[config.mk]
export PLATFORM = sky130hd
export DESIGN_NAME = reset_seq
export DESIGN_NICKNAME = d
export VERILOG_FILES = /design/src/rtl/reset_seq.sv
export SDC_FILE = /design/constraint.sdc
export NUM_CORES = 1
export LEC_CHECK = 0
export BUFFER_PORTS_ARGS = -buffer_cell sky130_fd_sc_hd__buf_4
export CORE_MARGIN = 4
export CORE_UTILIZATION = 30
export DETAILED_ROUTE_END_ITERATION = 12
export PLACE_DENSITY = 0.52
export SLEW_MARGIN = 20
export SYNTH_ARGS = -nofsm -noshare
export SYNTH_HDL_FRONTEND = slang
export SYNTH_SLANG_ARGS = --single-unit
[constraint.sdc]
create_clock -name clk_i -period 2 [get_ports clk_i]
set_clock_uncertainty 0.05 [all_clocks]
set_input_delay 0.1 -clock clk_i [delete_from_list [all_inputs] [get_ports clk_i]]
set_output_delay 0.1 -clock clk_i [all_outputs]
set_load 0.005 [all_outputs]
[src/rtl/reset_seq.sv]
// Reset sequencer: debounced button, software and power-on reset with staged domain release.
// Define RESET_SEQ_CAUSE_EN to add the last-reset-cause register on cause_o.
module reset_seq #(
  parameter int DEBOUNCE_CYCLES    = 4,
  parameter int MIN_PULSE_CYCLES   = 4,
  parameter int RELEASE_GAP_CYCLES = 2,
  parameter int NUM_DOMAINS        = 3
) (
  input  logic                   clk_i,
  input  logic                   rst_i,
  input  logic                   btn_n_i,
  input  logic                   sw_rst_i,
  output logic [NUM_DOMAINS-1:0] rst_o,
  output logic                   ready_o,
  output logic [1:0]             cause_o
);

  localparam int DB_W = $clog2(DEBOUNCE_CYCLES + 1);
  localparam int PC_W = $clog2(MIN_PULSE_CYCLES + 1);
  localparam int GC_W = $clog2(RELEASE_GAP_CYCLES + 1);
  localparam int IX_W = (NUM_DOMAINS > 1) ? $clog2(NUM_DOMAINS) : 1;

  localparam logic [DB_W-1:0] DB_MAX = DB_W'(DEBOUNCE_CYCLES - 1);
  localparam logic [PC_W-1:0] PC_MAX = PC_W'(MIN_PULSE_CYCLES - 1);
  localparam logic [GC_W-1:0] GC_MAX = GC_W'(RELEASE_GAP_CYCLES - 1);
  localparam logic [IX_W-1:0] IX_MAX = IX_W'(NUM_DOMAINS - 1);

  typedef enum logic [1:0] {
    ST_ASSERT  = 2'd0,
    ST_RELEASE = 2'd1,
    ST_RUN     = 2'd2
  } state_t;

  logic            r_sync1;
  logic            r_sync2;
  logic            r_stable;
  logic [DB_W-1:0] r_dbcnt;
  logic            r_press;
  state_t          r_state;
  logic [PC_W-1:0] r_pcnt;
  logic [GC_W-1:0] r_gcnt;
  logic [IX_W-1:0] r_idx;
  logic            w_restart;

  assign w_restart = r_press | sw_rst_i;

  // press pulses for one cycle when the debounced level falls
  always_ff @(posedge clk_i or posedge rst_i) begin
    if (rst_i) begin
      r_sync1  <= 1'b1;
      r_sync2  <= 1'b1;
      r_stable <= 1'b1;
      r_dbcnt  <= '0;
      r_press  <= 1'b0;
    end else begin
      r_sync1 <= btn_n_i;
      r_sync2 <= r_sync1;
      r_press <= 1'b0;
      if (r_sync2 == r_stable) begin
        r_dbcnt <= '0;
      end else if (r_dbcnt == DB_MAX) begin
        r_stable <= r_sync2;
        r_dbcnt  <= '0;
        r_press  <= r_stable;
      end else begin
        r_dbcnt <= r_dbcnt + 1'b1;
      end
    end
  end

  always_ff @(posedge clk_i or posedge rst_i) begin
    if (rst_i) begin
      r_state <= ST_ASSERT;
      rst_o   <= '1;
      ready_o <= 1'b0;
      r_pcnt  <= '0;
      r_gcnt  <= '0;
      r_idx   <= '0;
    end else if (w_restart) begin
      r_state <= ST_ASSERT;
      rst_o   <= '1;
      ready_o <= 1'b0;
      r_pcnt  <= '0;
      r_gcnt  <= '0;
      r_idx   <= '0;
    end else begin
      unique case (r_state)
        ST_ASSERT: begin
          rst_o   <= '1;
          ready_o <= 1'b0;
          // a held button stretches the pulse
          if (!r_stable) begin
            r_pcnt <= '0;
          end else if (r_pcnt == PC_MAX) begin
            r_state <= ST_RELEASE;
            r_pcnt  <= '0;
            r_gcnt  <= '0;
            r_idx   <= '0;
          end else begin
            r_pcnt <= r_pcnt + 1'b1;
          end
        end
        ST_RELEASE: begin
          if (r_gcnt == GC_MAX) begin
            rst_o[r_idx] <= 1'b0;
            r_gcnt       <= '0;
            if (r_idx == IX_MAX) begin
              r_state <= ST_RUN;
              ready_o <= 1'b1;
              r_idx   <= '0;
            end else begin
              r_idx <= r_idx + 1'b1;
            end
          end else begin
            r_gcnt <= r_gcnt + 1'b1;
          end
        end
        ST_RUN: begin
          rst_o   <= '0;
          ready_o <= 1'b1;
        end
        default: begin
          r_state <= ST_ASSERT;
          rst_o   <= '1;
          ready_o <= 1'b0;
        end
      endcase
    end
  end

`ifdef RESET_SEQ_CAUSE_EN
  logic [1:0] r_cause;

  // button wins over a same-cycle software request
  always_ff @(posedge clk_i or posedge rst_i) begin
    if (rst_i) begin
      r_cause <= 2'b01;
    end else if (r_press) begin
      r_cause <= 2'b10;
    end else if (sw_rst_i) begin
      r_cause <= 2'b11;
    end
  end

  assign cause_o = r_cause;
`else
  assign cause_o = 2'b00;
`endif

endmodule

==> results.md <==
- Met2 Use GR: 0.1779
- PwrDens: 693.6 mW/mm^2
- Crit-path max FO: 5
- Die Footprint: 0.004510 mm^2
- DRT iter0 DRCs: 23
- FFs w/ async S/R, synth: 1.000
- Post-Layout Inst Area: 0.001204 mm^2
- Pleak: 0.0005295 uW
- Final period utilization: 0.8759
- Per-cell routed wire length: 12.68 um
- Unrepaired setup endpoints after global routing: false
- Synthesized cell area: 0.001050 mm^2
- Layout cells sized above 1: 0.2072
- Largest stage delay on the critical path: 0.43 ns
- Commonest cells in the netlist: dfrtp_1, inv_1, nand2b_1
- Minimum clock period: 1.752 ns
- Startpoint types: flop
- Antenna cells: 0
- Antenna violations before repair: 0
- Boundary pin count: 10
- Worst relative slew slack: 0.4812
- Unique cell type count in the Yosys netlist: 40
- Cell area after placement: 0.001147 mm^2
- Fin. Hold Viols: 0
- Compound-cell area share of the yosys netlist: 0.1323
- CORE AREA: 0.003363 mm^2
- Cell taking the most area after synthesis: dfrtp_1
- Vias per cell: 4.834
- Share of the synthesized area in the top cell type: 0.3337
- CTS clk-pin slew, worst paths: 0.12 ns
- Met3 usage: 0.01498
- Synth-to-Final Area Change: 14.66%
- Root Driver: clkbuf_4
- Deepest clock path buffer count: 2
- Arr. time, crit path: 1.90 ns
- Post-synth EDFFs: 0
- Run status: finished clean
- GR peak layer: met2
- # nets final: 121
- Worst path cell trace: inv_1 > ha_1 > or2b_1 > a32oi_2 > mux2_1
- Top delay family on crit path: flip-flops
- Worst endpoint required time: 2.15 ns
- Prevailing post-synth register cell: dfrtp_1
- Max-cap violation count: 0
- Buf/Inv on CP: 1
- Sink Count: 20
- Num rows: 21
- Post-synthesis sequential area ratio: 0.4839
- Count leader, synth: dfrtp_1
- Number of global-route vias before repair: 841
- Synth Area in Adders: 0.05959
- Cells after synthesis: 99
- H-tree Lvls: 1
- Setup_tns: 0 ns
- Count of antenna-violating nets left after detailed routing: 0
- Critical Setup Path Class: flop to flop
- CTS tree: done
- Hpwl dp: 1484 um
- Final setup viols: 0
- Hold Path Class: input port to flop
- Hold_buf cts: 2
- Synth top area cells: dfrtp_1, dfstp_2, ha_1
- Synth warn: 0
- Synth Area in XOR/XNOR: 0.008343
- Syn Area/Cell: 10.60 um^2
- Main combinational cell family by area after synthesis: simple AND/OR/NAND/NOR gates
- Hold_ws: 0.1447 ns
- Routed WL: 1991 um
- Mux cell area share after synthesis: 0.03099
- Largest net degree at the start of global routing: 21
- First-pass GRT wire length: 3643 um
- Met1 Use GR: 0.1346
- Synth Area in Simple Gates: 0.2122
- Multi-input gate area: 473.0 um^2
- Skew-Pair Late Insertion Delay: 0.30 ns
- Fmax: 570.8 MHz
- Fill count: 371
- Die H: 67.16 um
- Total gr overflow: 0
- Setup Buffers After CTS: 0
- Routability-driven placement congestion ratio: 0.8144
- CTS resizes: 0
- Slew at the pin closest to its max-slew limit: 0.7774 ns
- Inserted Clock Buffers: 3
- Initial core utilization: 0.3121
- #FFs+latches synth: 20
- IO buf count: 7
- Vias: 759
- Storage cell area: 508.0 um^2
- Fin. max-slew vios: 0
- Crit-path slowest cell: dfrtp_1
- Max VDD drop: 0.2606 mV
- Pre-Repair DR Iteration Count: 4
- # DRC: 0
- All-Layer GR Usage: 0.1068
- Die Width: 67.16 um
- CP endpoint kind: flop
## per-layer routing
layer	up-vias	share of wire
met1	380	0.47
met5	-	0
met3	2	0.031
li1	364	-
met4	0	0.012
met2	13	0.49
## per-stage QoR
| stage | utilization | power (uW) | cells | setup WS [ns] |
|---|---|---|---|---|
| after floorplan | - | 576.3 | 100 | 0.3027 |
| after global placement | 0.3411 | 599.6 | 151 | 0.3052 |
| after detailed placement | 0.3411 | 608.0 | 151 | 0.2806 |
| after CTS | 0.3579 | 849.4 | 157 | 0.2473 |
| after global routing | 0.3579 | 888.2 | 157 | 0.1601 |
| final | 0.3579 | 834.8 | 157 | 0.2481 |
## state kept, by name, summed over array words and instances, names as in the netlist
signal	count
rst_o	3
r_sync2	1
r_gcnt	2
r_press	1
r_pcnt	3
r_state	2
r_idx	2
r_sync1	1
r_stable	1
r_dbcnt	3
ready_o	1
## worst register-to-register path, stage by stage, from the launching register on
cell and delay (ns):
dfrtp_1 0.43, inv_1 0.09, ha_1 0.22, or2b_1 0.27, a32oi_2 0.25, mux2_1 0.34
## path summary, 6_finish.rpt
check	startpoint	to	slack (ns)	cells after the start
worst min-delay path	sw_rst_i	r_state[1]	0.14	4
min in group asynchronous	rst_i	r_gcnt[0]	0.43	3
max in group asynchronous	rst_i	r_dbcnt[2]	0.97	3
worst max register to register	r_state[1]	r_idx[1]	0.25	5
worst max-delay path	r_state[1]	r_idx[1]	0.25	5
worst min register to register	r_sync1	r_sync2	0.31	0
## layout by cell type, fill, tap and decap left out, types with 2 or more instances in the layout
cell	synthesis	final
a22oi_1	2	2
dfstp_2	6	6
mux2_1	2	2
nor2_1	5	5
dlygate4sd3_1	0	2
o21ai_1	6	6
ha_1	5	5
nand4b_1	2	2
buf_4	3	10
nand3_1	4	4
inv_1	8	8
dfrtp_1	14	14
clkbuf_4	0	3
nor3b_1	3	3
nand2_1	2	2
nand2b_1	7	7
nor3_1	2	2
a21oi_1	4	4
conb_1	1	2
## where the power goes
group | switching, uW | internal [uW] | total [uW] | leakage (uW)
logic | 61.2 | 57.3 | 119 | 0.000253
clock network | 124 | 111 | 235 | 0.0000210
registers | 32.8 | 449 | 482 | 0.000256
## logic make-up (layout without fill, tap and decap cells)
logic type,Yosys count,after routing
xor gates and xnor gates,1,1
muxes,3,3
AOI/OAI and AO/OA,20,20
other,1,2
buffers and inverters,14,25
DFF,20,20
and+or+nand+nor,35,35
adders and majority gates,5,5
## cell type report
class	count	area share
Sequential cell	20	0.4220
Multi-Input combinational cell	66	0.3929
Timing Repair Buffer	12	0.07900
Tap cell	46	0.04782
Clock buffer	4	0.03015
Inverter	9	0.02807
No activity file was read; power rests on OpenSTA's default activity.
